**src/rtl/jk_excite_counter.sv**
```systemverilog
// Modulo-MOD up/down counter built on a bank of JK flip-flops.
// The next state is chosen first, then converted into per-bit J/K excitation.
// The bank changes only through those J/K pairs, including on reset.
// The applied J/K vectors are registered and exported for bit-by-bit checking.
module jk_excite_counter #(
    parameter int unsigned WIDTH = 4,
    parameter int unsigned MOD   = 10
) (
    input  logic             CLK,
    input  logic             RESET,
    input  logic             EN,
    input  logic             UP,
    input  logic             LOAD,
    input  logic [WIDTH-1:0] D,
    output logic [WIDTH-1:0] Q,
    output logic [WIDTH-1:0] J,
    output logic [WIDTH-1:0] K,
    output logic             TC,
    output logic             CHG
);

    localparam logic [WIDTH-1:0] MAX_VAL = WIDTH'(MOD - 1);
    // One extra bit so that MOD == 2^WIDTH still compares correctly against D.
    localparam logic [WIDTH:0]   MOD_EXT = (WIDTH + 1)'(MOD);

    logic [WIDTH-1:0] q_q;
    logic [WIDTH-1:0] j_q;
    logic [WIDTH-1:0] k_q;
    logic             chg_q;
    logic [WIDTH-1:0] next_state;
    logic [WIDTH-1:0] j_d;
    logic [WIDTH-1:0] k_d;

    // Next-state selection in priority order: reset, load (clamped), count, hold.
    always_comb begin
        next_state = q_q;
        if (RESET) begin
            next_state = '0;
        end else if (LOAD) begin
            next_state = ({1'b0, D} < MOD_EXT) ? D : MAX_VAL;
        end else if (EN && UP) begin
            next_state = (q_q == MAX_VAL) ? '0 : q_q + 1'b1;
        end else if (EN) begin
            next_state = (q_q == '0) ? MAX_VAL : q_q - 1'b1;
        end
    end

    // Inverse JK mapping with all don't-cares resolved to 0, so J=K=1 never occurs.
    always_comb begin
        j_d = ~q_q & next_state;
        k_d = q_q & ~next_state;
    end

    // Each bank bit is a JK flip-flop: J sets, K clears, neither holds.
    for (genvar i = 0; i < WIDTH; i++) begin : g_bank
        always_ff @(posedge CLK) begin
            if (j_d[i]) begin
                q_q[i] <= 1'b1;
            end else if (k_d[i]) begin
                q_q[i] <= 1'b0;
            end
        end
    end

    // Record the excitation applied on this edge and whether the state moved.
    always_ff @(posedge CLK) begin
        j_q   <= j_d;
        k_q   <= k_d;
        chg_q <= (next_state != q_q);
    end

    // Excitation must never request a toggle.
    always_comb begin
        assert ((j_d & k_d) == '0)
        else $error("jk_excite_counter: J and K both asserted on a bit");
    end

    assign Q   = q_q;
    assign J   = j_q;
    assign K   = k_q;
    assign CHG = chg_q;
    // Terminal count looks ahead to the wrap in the current direction.
    assign TC  = EN & (UP ? (q_q == MAX_VAL) : (q_q == '0));

endmodule

```
**config.mk**
```make
export PLATFORM = sky130hd
export DESIGN_NAME = jk_excite_counter
export DESIGN_NICKNAME = d
export VERILOG_FILES = /design/src/rtl/jk_excite_counter.sv
export SDC_FILE = /design/constraint.sdc
export NUM_CORES = 1
export LEC_CHECK = 0
export CORE_UTILIZATION = 49
export CTS_CLUSTER_DIAMETER = 100
export DETAILED_ROUTE_END_ITERATION = 10
export PLACE_DENSITY_LB_ADDON = 0.12
export SYNTH_ARGS = -nofsm -noshare
export SYNTH_HDL_FRONTEND = slang
export SYNTH_SLANG_ARGS = --single-unit
```
**constraint.sdc**
```tcl
create_clock -name CLK -period 3.2 [get_ports CLK]
set_clock_uncertainty 0.1 [all_clocks]
set_input_delay 0.64 -clock CLK [delete_from_list [all_inputs] [get_ports CLK]]
set_output_delay 0.64 -clock CLK [all_outputs]
set_load 0.005 [all_outputs]
```
* After elaboration in Yosys (flattened, before gate mapping)
Index checks and enable logic that the tools add are counted.
Operators by class: mux-type cells 8, bitwise gates (word level) 5, equal/unequal tests 2, shifts and indexed selects 0, add/subtract/negate cells 2, reductions and logical operators 2, order comparisons 1, multiply operators 0, div/mod/pow operators 0
Operators by type and width (number):
- $mux W4 | 7
- $and A4 B4 Y4 | 2
- $not A4 Y4 | 2
- $add A4 B1 Y4 const B | 1
- $eq A4 B4 Y1 const B | 1
- $logic_not A4 Y1 | 1
- $lt A4 B4 Y1 const B | 1
- $ne A4 B4 Y1 | 1
- $sub A4 B1 Y4 const B | 1
- $and A1 B1 Y1 | 1
- $logic_and A1 B1 Y1 | 1
- $mux W1 | 1
Storage, ports and cells: memories 0, input port bits 9, register bits after elaboration 13, latch bits 0, word-level logic and storage cells 27, memory bits (writable) 0, bits in read-only memories 0

* Depth between registers and ports, before layout
word-level depth 8, gate-level depth with buffers 8

* Least setup slack after synthesis
No wires, ideal clock.
kind flip-flop to flip-flop, start register q_q[0], in the netlist Q[0], end register chg_q, in the netlist CHG, stages on the path, launching flop included 9, data required time 2.975 ns, path slack 1.207 ns, setup time 0.125 ns, clock period less this slack 1.993 ns, arrival 1.769 ns, cells stage by stage dfxtp_1 -> inv_1 -> ha_1 -> xnor2_1 -> nand2_1 -> a21oi_1 -> o31a_1 -> ha_1 -> nand4_1
Between the ends: word-level cells in the longest chain between the ends 7, elaborated cells on any way between the ends 11, those cells by class add/sub: 2; eq/ne: 2; mux: 6; reduce/logical: 1
Ends and longest elaborated chain:
- start: declaration | RTL line 26 | logic [WIDTH-1:0] q_q;
- start signal: indexed assignment | RTL line 58 | q_q[i] <= 1'b1;
- start signal: indexed assignment | RTL line 60 | q_q[i] <= 1'b0;
- $sub A4 B1 Y4 or $logic_not A4 Y1 (tied branches) | RTL line 44 | next_state = (q_q == '0) ? MAX_VAL : q_q - 1'b1;
- $mux W4 | RTL line 44
- $mux W4 | RTL line 43 | end else if (EN) begin
- $mux W4 | RTL line 41 | end else if (EN && UP) begin
- $mux W4 | RTL line 39 | end else if (LOAD) begin
- $mux W4 | RTL line 37 | if (RESET) begin
- $ne A4 B4 Y1 * | RTL line 69 | chg_q <= (next_state != q_q);
- end signal: assignment | RTL line 69
- end: declaration | RTL line 29 | logic chg_q;
Mark *: on every way between the ends. The rest lies on a longest branch, timed or not. A chain may end at the register's enable or synchronous reset.

* Worst setup path after layout
start input UP, end output TC
Between the ends: word-level cells in the longest chain between the ends 2
Ends and longest elaborated chain:
- start: declaration | RTL line 12 | input logic UP,
- $mux W1 | RTL line 83 | assign TC = EN & (UP ? (q_q == MAX_VAL) : (q_q == '0));
- $and A1 B1 Y1 | RTL line 83
- end: declaration | RTL line 18 | output logic TC,
No other way between the ends.

==> results.cfg <==
[status]
outcome = finished, final reports clean

[timing]
maxSlewHeadroom_pct = 72.63
period_minus_slack_ps = 2964
rsz0062_at_grt = false
fin_crit_sh_pct = 92.64
hold_viol_final = 0
slew_violations = 0
setup_tns_ps = 0
worstMarginPinSlew_ps = 410.0
max_freq_ghz = 0.3373
setup_viol = 0
fin_ws_ps = 235.6

[power]
sw_frac_of_total_pct = 38.49
internal-power_mw = 0.5057
ir_drop_mv = 0.5021
pwr-share-clk_pct = 12.2
netSwitchingPower_mw = 0.3164
comb_power_share_pct = 50.7
seqPwrFrac_pct = 37.1
power_mw = 0.8221
powerDensity_nw_per_um2 = 804.2
leakage_nw = 0.4128

[critical_path]
worstSetupStartpoint = UP
path_cells = clkdlybuf4s50_1 -> nand2b_4 -> o21ai_2 -> and3_2 -> clkdlybuf4s50_1
slowest_stage = clkdlybuf4s50_1
endpoint_kind = output pin
reg2reg_depth = 8
path_buf_inv = 2
critPathMostFrequentCell = clkdlybuf4s50_1
setup.worst_path.start_class = primary input
crit_fanout = 9
worst_path_largest_cell_delay_ps = 570
crit_type = in2out
worstSetupPathDepth = 5
critical_path.top_delay_family = buffers and inverters
arrival_ps = 2220
crit_required_ps = 2460
r2r-start = Q[0]

[synthesis]
ys_ff_latch = 13
synthCells = 87
synth_top_area_share_pct = 32.60
synth-warning-count = 0
ys.flop_type = dfxtp_1
syn_area_um2 = 798.3
synthTopCellsByArea = dfxtp_1 (33%), ha_1 (17%), a21oi_1 (3.8%), o21bai_1 (3.8%), nor2_1 (3.3%)
syn-num-nets = 107
yosysSeqAreaShare_pct = 32.60
async_reset_ff_share_pct = 0
synth_cell_type_count = 29
avgSynthCellArea_um2 = 9.175
synth_top_area_cell = dfxtp_1
synth_edf_count = 0

[floorplan]
start_util_pct = 52.99
pin_count = 23
die_h_um = 42.36
num_rows = 14
die_w_um = 42.36
die_area_um2 = 1794
coreArea_um2 = 1506

[clocking]
clk_pin_slew_worst_paths_ps = 80
cts_root_buffer = clkbuf_4
clkSinkCount = 13
cts_buffers = 3
clk_latency_ps = 280
tritoncts = built
ctsResizeCount = 0
post-cts-setup-buffer-count = 0
clockBufferDepth = 2
htree_levels = 1
holdBufCountCts = 0

[hold_path]
hp-class = reg2reg
min-delay-start = Q[1]
hold_depth = 1

[detailed_routing]
antenna_left = 0
avgViaCountPerCell = 5.919
dr_total_vias = 734
wl_per_cell_um = 13.24
drt-pass1-iter-count = 4
drc = 0
drt_iter0_drc = 14
wl_um = 1642

[final_layout]
drive_above_1_share_pct = 7.407
antenna_cells = 0
nFillCells = 130
finish.instance_area_um2 = 1022
mostFrequentLayoutCells = clkdlybuf4s50_1 (22), dfxtp_1 (13), ha_1 (11)
area_growth_pct = 28.06
final_nets = 129
final_common_cell = clkdlybuf4s50_1

[global_route]
grt_pass1_vias = 619
track_usage_pct = 20.43
antenna_found_initial = 0
grt_pass1_wl_um = 2670
overflow = 0
grt_max_degree = 12

[placement]
gp_congestion = 0.8312
pre_cts_slack_ps = 233.0
hpwl_um = 1272
portBuffers = 22
placed_area_um2 = 996.0

[flow_run]
cap_viol_max_count = 0
state kept, by name, summed over array words and instances, names as in the netlist:
signal and flops:
CHG 1, J 4, K 4, Q 4
worst paths after layout:
check / endpoint / slack [ps]
min: K[1] / 580
max reg2reg: CHG / 990
max: TC / 240
min reg2reg: K[1] / 580
power groups by stage:
stage | Sequential, mW | Clock, mW | Combinational (mW)
after global placement | 0.308 | 0 | 0.411
after CTS | 0.304 | 0.105 | 0.419
final | 0.305 | 0.100 | 0.417
after global routing | 0.319 | 0.111 | 0.463
after detailed placement | 0.309 | 0 | 0.417
after floorplan | 0.283 | 0 | 0.262
layout make-up:
| type | count | area [um2] | share of cell area, % |
|---|---|---|---|
| timing repair buffer | 22 | 220.2 | 21.54 |
| sequential | 13 | 260.3 | 25.46 |
| clock buffer | 4 | 26.28 | 2.570 |
| inverter | 4 | 15.01 | 1.469 |
| tap | 16 | 20.02 | 1.958 |
| multi-input combinational | 65 | 480.5 | 47.00 |
cell usage after synthesis (2+ instances only):
master and n:
dfxtp_1 13, ha_1 11, nor2_1 7, a21oi_1 6, nand2_1 5, inv_1 4, nand2b_1 4, nand3_1 4
o21ai_0 4, o21bai_1 4, buf_4 2, buf_6 2, nor4_2 2, o211ai_1 2, o31a_1 2, o31ai_1 2
metrics by stage:
step           util, %  hold slack, ps  std cells
6_report         67.86           582.0        124
5_1_grt          67.86           609.7        124
4_1_cts          67.86           578.3        124
3_5_place_dp     66.11           574.5        120
3_3_place_gp     66.11           557.0        120
2_1_floorplan        -           439.1         87
worst register-to-register path, delay by kind of cell (launching register included):
family / cells / cell delay (ps)
adder cells (fa/ha/maj): 2 / 600
AND/OR/NAND/NOR: 2 / 160
flip-flops: 1 / 570
buffers and inverters: 1 / 170
XOR/XNOR: 1 / 120
AO/OA/AOI/OAI: 2 / 360
per-layer routing:
metal,track usage [%],vias to the layer above,wire (um)
li1,-,350,-
met1,24.06,343,686
met2,33.23,36,798
met3,6.897,5,130
met4,9.375,0,27
met5,0,-,0
kinds of logic after synthesis:
| family | share of synthesized area (%) |
|---|---|
| simple gates | 18.81 |
| xor+xnor | 1.097 |
| buf+inv | 7.208 |
| fa+ha+maj | 17.24 |
| flops | 32.60 |
| compound gates | 23.04 |
Power figures use the tool's default switching activity.
